[config.mk]
export PLATFORM = sky130hd
export DESIGN_NAME = pu_argmax
export DESIGN_NICKNAME = d
export VERILOG_FILES = /design/src/rtl/pu_argmax.sv
export SDC_FILE = /design/constraint.sdc
export NUM_CORES = 1
export LEC_CHECK = 0
export BUFFER_PORTS_ARGS = -buffer_cell sky130_fd_sc_hd__buf_2
export CAP_MARGIN = 20
export CORE_MARGIN = 2
export CORE_UTILIZATION = 50
export CTS_CLUSTER_DIAMETER = 40
export DETAILED_ROUTE_END_ITERATION = 10
export GPL_TIMING_DRIVEN = 0
export PLACE_DENSITY = 0.78
export SYNTH_ARGS = -nofsm -noshare
export SYNTH_HDL_FRONTEND = slang
export SYNTH_SLANG_ARGS = --single-unit
[constraint.sdc]
create_clock -name clk -period 3.1 [get_ports clk]
set_clock_uncertainty 0.15 [all_clocks]
set_input_delay 0.93 -clock clk [delete_from_list [all_inputs] [get_ports clk]]
set_output_delay 0.93 -clock clk [all_outputs]
set_load 0.05 [all_outputs]
[src/rtl/pu_argmax.sv]
// Sequential argmax over LANES-wide packed PU output words, accumulated across GROUPS words.
// Optional macro PU_ARGMAX_SIGNED_EN switches the lane compare to two's-complement.
module pu_argmax #(
  parameter int LANES  = 8,
  parameter int WIDTH  = 8,
  parameter int GROUPS = 1,
  parameter int IDXW   = (LANES * GROUPS > 1) ? $clog2(LANES * GROUPS) : 1
) (
  input  logic                     clk,
  input  logic                     rstn,
  input  logic                     in_valid,
  output logic                     in_ready,
  input  logic [LANES*WIDTH-1:0]   in_data,
  input  logic                     abort,
  output logic                     out_valid,
  input  logic                     out_ready,
  output logic [IDXW-1:0]          out_index,
  output logic [WIDTH-1:0]         out_max
);

  localparam int LW = (LANES > 1) ? $clog2(LANES) : 1;
  localparam int GW = (GROUPS > 1) ? $clog2(GROUPS) : 1;

  typedef enum logic [1:0] {
    ST_IDLE = 2'd0,
    ST_SCAN = 2'd1,
    ST_DONE = 2'd2
  } state_t;

  state_t                   state_q, state_d;
  logic [LANES*WIDTH-1:0]   word_q, word_d;
  logic [LW-1:0]            lane_q, lane_d;
  logic [GW-1:0]            group_q, group_d;
  logic [WIDTH-1:0]         best_val_q, best_val_d;
  logic [IDXW-1:0]          best_idx_q, best_idx_d;
  logic [IDXW-1:0]          out_index_q, out_index_d;
  logic [WIDTH-1:0]         out_max_q, out_max_d;
  logic                     in_ready_q, in_ready_d;
  logic                     out_valid_q, out_valid_d;

  logic [WIDTH-1:0]         lane_val [LANES];
  logic [WIDTH-1:0]         cur_val;
  logic [IDXW-1:0]          cur_idx;
  logic                     first_lane;
  logic                     greater;
  logic                     take_new;
  logic [WIDTH-1:0]         new_val;
  logic [IDXW-1:0]          new_idx;
  logic                     last_lane;
  logic                     last_group;

  generate
    for (genvar gi = 0; gi < LANES; gi++) begin : g_lane
      assign lane_val[gi] = word_q[gi*WIDTH +: WIDTH];
    end
  endgenerate

  assign cur_val    = lane_val[lane_q];
  assign cur_idx    = IDXW'(group_q) * IDXW'(LANES) + IDXW'(lane_q);
  assign first_lane = (group_q == '0) && (lane_q == '0);
  assign last_lane  = (lane_q == LW'(LANES - 1));
  assign last_group = (group_q == GW'(GROUPS - 1));

`ifdef PU_ARGMAX_SIGNED_EN
  assign greater = $signed(cur_val) > $signed(best_val_q);
`else
  assign greater = cur_val > best_val_q;
`endif

  // Strict compare keeps the lowest index on ties; the very first lane seeds the best.
  assign take_new = first_lane || greater;
  assign new_val  = take_new ? cur_val : best_val_q;
  assign new_idx  = take_new ? cur_idx : best_idx_q;

  always_comb begin
    state_d     = state_q;
    word_d      = word_q;
    lane_d      = lane_q;
    group_d     = group_q;
    best_val_d  = best_val_q;
    best_idx_d  = best_idx_q;
    out_index_d = out_index_q;
    out_max_d   = out_max_q;
    in_ready_d  = in_ready_q;
    out_valid_d = out_valid_q;

    if (abort) begin
      state_d     = ST_IDLE;
      lane_d      = '0;
      group_d     = '0;
      best_val_d  = '0;
      best_idx_d  = '0;
      in_ready_d  = 1'b1;
      out_valid_d = 1'b0;
    end else begin
      case (state_q)
        ST_IDLE: begin
          if (in_valid) begin
            word_d     = in_data;
            lane_d     = '0;
            state_d    = ST_SCAN;
            in_ready_d = 1'b0;
          end
        end
        ST_SCAN: begin
          best_val_d = new_val;
          best_idx_d = new_idx;
          if (last_lane) begin
            lane_d = '0;
            if (last_group) begin
              out_index_d = new_idx;
              out_max_d   = new_val;
              group_d     = '0;
              state_d     = ST_DONE;
              out_valid_d = 1'b1;
            end else begin
              group_d    = group_q + GW'(1);
              state_d    = ST_IDLE;
              in_ready_d = 1'b1;
            end
          end else begin
            lane_d = lane_q + LW'(1);
          end
        end
        ST_DONE: begin
          if (out_ready) begin
            state_d     = ST_IDLE;
            out_valid_d = 1'b0;
            in_ready_d  = 1'b1;
          end
        end
        default: begin
          state_d     = ST_IDLE;
          in_ready_d  = 1'b1;
          out_valid_d = 1'b0;
        end
      endcase
    end
  end

  always_ff @(posedge clk or negedge rstn) begin
    if (!rstn) begin
      state_q     <= ST_IDLE;
      word_q      <= '0;
      lane_q      <= '0;
      group_q     <= '0;
      best_val_q  <= '0;
      best_idx_q  <= '0;
      out_index_q <= '0;
      out_max_q   <= '0;
      in_ready_q  <= 1'b1;
      out_valid_q <= 1'b0;
    end else begin
      state_q     <= state_d;
      word_q      <= word_d;
      lane_q      <= lane_d;
      group_q     <= group_d;
      best_val_q  <= best_val_d;
      best_idx_q  <= best_idx_d;
      out_index_q <= out_index_d;
      out_max_q   <= out_max_d;
      in_ready_q  <= in_ready_d;
      out_valid_q <= out_valid_d;
    end
  end

  assign in_ready  = in_ready_q;
  assign out_valid = out_valid_q;
  assign out_index = out_index_q;
  assign out_max   = out_max_q;

endmodule

Word-level counts from Yosys, hierarchy flattened:

Index checks and enable logic that the tools add are counted.

* bits in registers: 94
* input bits: 69
* output and inout bits: 13
* word-level logic and storage cells: 74

* add/subtract/negate cells: 2
* order comparisons: 2
* eq/ne operators: 9
* muxes and demuxes: 34
* bitwise logic cells: 3
* reduce and logical (&&, ||, !) cells: 14

Operator list (count)
* 8-bit two-way mux: 5
* 8-bit binary-select mux with 3-bit select: 1
* 3-bit two-way mux: 6
* 3-bit != test (second input constant): 5
* 1-bit two-way mux: 13
* 4-bit AND reduction: 3
* 2-bit two-way mux: 5
* 8-bit greater-than comparator: 1
* 1-bit one-hot mux with 3 select lines: 2
* 2-bit one-hot mux with 3 select lines: 1
* 3-bit one-hot mux with 2 select lines: 1
* 3-bit AND reduction: 2
* 4-bit >= comparator (second input constant): 1
* 3-bit NOT with 4-bit output: 1
* 2-bit AND reduction: 2
* 2-bit nonzero test: 2
* 3-bit by 1-bit adder with 3-bit output (second input constant): 1
* 3-bit == test (second input constant): 1
* 3-bit zero test: 1
* 3-bit nonzero test: 1
* 2-bit by 1-bit == test with 1-bit output (second input constant): 1
* 2-bit == test (second input constant): 1
* 2-bit zero test: 1
* 2-bit != test (second input constant): 1
* 4 further kinds: 5

Logic depth before layout (Yosys ltp):

* word-level depth: 9
* gate-level depth with buffers: 12
* depth with buffers taken out: 9

Least setup slack after synthesis:

Ideal clock, no wire load.

* path kind: reg2reg
* start: reg lane_q[0]
* end: reg best_idx_q[0]
* setup time: 0.121 ns
* data arrival time: 2.675 ns
* required time: 2.829 ns
* path slack: 0.154 ns
* cell stages (with the launch flop): 12
* buffers on the path: 3
* period minus slack after synthesis: 2.946 ns
* path through: dfrtp_1 buf_6 buf_6 mux4_2 o21a_1 ha_1 and4_1 o2111ai_1 a31o_2 a31o_1 buf_6 a22o_1

* cells in the longest elaborated chain, start to end: 9
* elaborated cells between the ends (all ways): 11
* those cells by class: order compare: 1; mux: 6; bitwise: 1; reduce/logical: 3

RTL lines
* start: declaration: RTL line 32 `logic [LW-1:0] lane_q, lane_d;`
* start signal: assignment: RTL line 156 `lane_q <= lane_d;`
* 3-bit NOT with 4-bit output (not written as such): RTL line 58 `assign cur_val = lane_val[lane_q];`
* 8-bit binary-select mux with 3-bit select: RTL line 58
* 8-bit two-way mux (not written as such) (2 in series): RTL line 58
* 8-bit greater-than comparator: RTL line 67 `assign greater = cur_val > best_val_q;`
* 1-bit logical OR: RTL line 71 `assign take_new = first_lane || greater;`
* 3-bit two-way mux *: RTL line 73 `assign new_idx = take_new ? cur_idx : best_idx_q;`
* 3-bit two-way mux *: RTL line 96 `case (state_q)`
* 3-bit two-way mux *: RTL line 87 `if (abort) begin`
* end signal: assignment: RTL line 159 `best_idx_q <= best_idx_d;`
* end: declaration: RTL line 35 `logic [IDXW-1:0] best_idx_q, best_idx_d;`

Mark *: on every way between the ends. The rest lies on a longest branch, timed or not. The select of a mux whose other input is x is not followed.
A chain may end at the register's enable or synchronous reset.

Final worst setup path:

* start: reg lane_q[0]
* end: reg best_val_q[0]

* cells in the longest elaborated chain, start to end: 9
* elaborated cells between the ends (all ways): 11
* those cells by class: order compare: 1; mux: 6; bitwise: 1; reduce/logical: 3

RTL lines
* 3-bit NOT with 4-bit output (not written as such): RTL line 58
* 8-bit binary-select mux with 3-bit select: RTL line 58
* 8-bit two-way mux (not written as such) (2 in series): RTL line 58
* 8-bit greater-than comparator: RTL line 67
* 1-bit logical OR: RTL line 71
* 8-bit two-way mux *: RTL line 72 `assign new_val = take_new ? cur_val : best_val_q;`
* 8-bit two-way mux *: RTL line 96
* 8-bit two-way mux *: RTL line 87
* end signal: assignment: RTL line 158 `best_val_q <= best_val_d;`
* end: declaration: RTL line 34 `logic [WIDTH-1:0] best_val_q, best_val_d;`

Marked as above.

==> impl_metrics.yaml <==
synthesis:
  yosysTopAreaCellShare_pct: 51.5
  synth_area_per_cell_um2: 13.1
  synth_compound_area_share_pct: 11.5
  synth.area.top_cells: "dfrtp_1 (51%), mux2_2 (15%), mux2i_1 (3.6%)"
  synth_top_family_by_area: "multiplexers"
  synth_seq_area_share_pct: 52.1
  synth-main-ff-cell: "dfrtp_1"
  synth_edf_count: 0
  async_reset_ff_share_pct: 100
  yosysTopAreaCell: "dfrtp_1"
  synthCells: 340
  synth_nets: 420
  synth-xor-area-share_pct: 0
  synth-warning-count: 0
  synth_mux_area_share_pct: 24.0
  synthAdderAreaFrac_pct: 3.08
  synth_area_um2: 4470
  ys_types: 43
  ys_seq_elements: 93
  synth-simple-area-share_pct: 4.87
route:
  drc_errors: 0
  wl_per_cell_um: 18.0
  finalWirelength_um: 9960
  drt_iter0_markers: 122
  vias: 3104
  detail-route-antenna-nets: 0
  drt_pass1_iterations: 4
  routed_via_density: 5.62
placement:
  dp_cells: 529
  dp_hpwl_um: 7090
  gp_congestion: 0.855
  portBuffers: 80
hold_path:
  hp-class: "reg -> reg"
  min_path_cells: 2
final_layout:
  drive_above_1_share_pct: 47.1
  fin_cells: 552
  area_delta_synth_final_pct: 23.0
  nFillCells: 694
  diodes: 0
  fin_nets: 519
floorplan:
  core_um2: 8680
  die_x_um: 98.6
  start_util_pct: 51.5
  die_y_um: 98.6
  die_area_um2: 9710
  fp-row-count: 34
  top_level_ports: 82
clock_tree:
  cts_hold_buf: 0
  cts_tree: "built"
  clockBufferDepth: 2
  cts_root_buffer: "clkbuf_8"
  cts_buffers: 9
  htree_levels: 3
  clk_pin_slew_ns: 0.09
  clk_latency_ns: 0.37
  clkSinkCount: 93
setup_path:
  endpoint_kind: "flop"
  path_class: "reg -> reg"
  ff2ff_path_depth: 11
  crit_fanout: 10
  cp.arrival_ns: 3.17
  timing.critical_path.required_ns: 3.20
  worstSetupStartpointType: "flop"
  r2r_slack_ns: 0.02
power_and_ir_drop:
  ir_worst_vdd_mv: 0.271
  p_int_mw: 2.28
  p_leak_nw: 2.45
  p_comb_share_pct: 24.6
  p_total_mw: 3.17
  power.density_nw_per_um2: 577
  sequentialPowerShare_pct: 47.1
  power.switching_mw: 0.894
  clkPwrFrac_pct: 28.3
  switching_share_pct: 28.2
sta:
  min_period_ns: 3.08
  maxSlewViolCount: 0
  clock.fmax_ghz: 0.325
  timing.final.crit_share_pct: 99.2
  finalSetupViolCount: 0
  slew_headroom_pct: 53.1
  hold_violations: 0
  rsz0062_at_grt: "yes"
  worst_slew_pin_slew_ns: 0.702
global_routing:
  grt_max_degree: 58
  grt_pass1_vias: 3310
  antenna_found_initial: 0
  overflow: 0
  track_usage_pct: 21.4
  grt_pass1_wl_um: 16200
outcome:
  outcome: "complete, no violations"
job:
  maxCapViolCount: 0
-- placed cells by master, fill, tap and decap left out, types with 3 or more instances in the layout --
| cell type | instances |
|---|---|
| a22o_1 | 10 |
| o21ai_0 | 10 |
| nand2b_1 | 4 |
| buf_4 | 8 |
| buf_12 | 3 |
| clkbuf_8 | 10 |
| mux2_1 | 5 |
| inv_1 | 11 |
| a22oi_2 | 3 |
| mux2_2 | 59 |
| mux2i_1 | 16 |
| buf_6 | 10 |
| a22oi_1 | 5 |
| a31oi_1 | 8 |
| dfrtp_1 | 92 |
| o21a_1 | 4 |
| nand2_1 | 8 |
| ha_1 | 9 |
| buf_2 | 81 |
| a21oi_1 | 13 |
| nor2b_1 | 3 |
| nor2_1 | 19 |
| mux4_2 | 8 |
-- path summary, 6_finish.rpt --
kind | startpoint | endpoint
max | lane_q[0] | best_val_q[0]
max in group asynchronous | rstn | word_q[59]
min | out_index[2] | out_index[2]
min reg2reg | out_index[2] | out_index[2]
max reg2reg | lane_q[0] | best_val_q[0]
min in group asynchronous | rstn | state_q[0]
-- worst max-delay path: stages, from the launching register on --
cell       delay, ns
dfrtp_1         0.38
buf_6           0.16
buf_12          0.14
mux4_2          0.51
o21a_1          0.20
ha_1            0.27
and4_4          0.24
o2111ai_4       0.13
a31o_4          0.27
a31o_1          0.19
buf_6           0.14
a22o_1          0.18
-- power by group through the flow --
stage / combinational (mW) / sequential, mW / clock, mW
finish: 0.781 / 1.49 / 0.897
global route: 0.850 / 1.52 / 0.950
CTS: 0.724 / 1.49 / 0.908
detailed placement: 0.648 / 1.51 / 0
global placement: 0.618 / 1.50 / 0
floorplan: 0.465 / 1.48 / 0
-- cell families after synthesis --
group / count (synthesis)
AO/OA/AOI/OAI: 73
adder cells (fa/ha/maj): 11
buffers and inverters: 31
flip-flops: 93
multiplexers: 88
AND/OR/NAND/NOR: 44
-- cell usage after synthesis (2+ instances only) --
cell type and n:
a21oi_1 14, a221oi_2 3, a22o_1 10, a22oi_1 8, a31oi_1 10, and2_1 2
and4_1 2, buf_2 3, buf_4 3, buf_6 9, clkbuf_1 3, dfrtp_1 92
ha_1 11, inv_1 11, mux2_1 5, mux2_2 59, mux2i_1 16, mux4_1 3
mux4_2 5, nand2_1 8, nand2b_1 4, nor2_1 21, nor2b_1 4, o21a_1 4
o21ai_0 11, o31ai_1 2
-- layer usage --
| layer | share of wire, % | routed length (um) | track usage [%] | vias to the layer above |
|---|---|---|---|---|
| met5 | 0 | 0 | 0 | - |
| met2 | 49 | 4920 | 35.9 | 78 |
| met4 | 1.2 | 123 | 7.38 | 0 |
| li1 | - | - | - | 1444 |
| met3 | 4.9 | 487 | 3.83 | 10 |
| met1 | 44 | 4430 | 28.1 | 1572 |
-- sequential cells by signal (all words and copies together), names as in the netlist --
| name | cells |
|---|---|
| best_idx_q | 3 |
| best_val_q | 8 |
| in_ready | 1 |
| lane_q | 3 |
| out_index | 3 |
| out_max | 8 |
| out_valid | 1 |
| state_q | 2 |
| word_q | 64 |
-- per-stage QoR --
| stage | TNS, ns | util, % | worst slack [ns] | area, um^2 | hold WS (ns) |
|---|---|---|---|---|---|
| 4_1_cts | -0.00234 | 62.1 | -0.00234 | 5390 | 0.343 |
| 3_3_place_gp | -0.834 | 57.7 | -0.0849 | 5010 | 0.310 |
| 2_1_floorplan | 0 | - | 0.154 | 4470 | 0.299 |
| 3_5_place_dp | -1.15 | 58.0 | -0.105 | 5040 | 0.322 |
| 6_report | 0 | 63.4 | 0.0243 | 5500 | 0.336 |
| 5_1_grt | -1.84 | 63.4 | -0.111 | 5500 | 0.370 |
-- final cells by class --
cell class                      count  area (um^2)  share of cell area (%)
Sequential cell                    93         2330                    42.3
Multi-Input combinational cell    216         2080                    37.8
Timing Repair Buffer               88          508                    9.24
Buffer                             19          178                    3.23
Clock buffer                       10          138                    2.50
Tap cell                          108          135                    2.46
Clock inverter                      6         86.3                    1.57
Inverter                           12         45.0                   0.819
-- timing repair --
item / in CTS / in global routing
setup buffers: 5 / 2
pin swaps: 6 / 6
gates cloned: 0 / 0
endpoints found under the setup margin: 22 / 22
resized for setup: 19 / 13
Power figures use the tool's default switching activity.
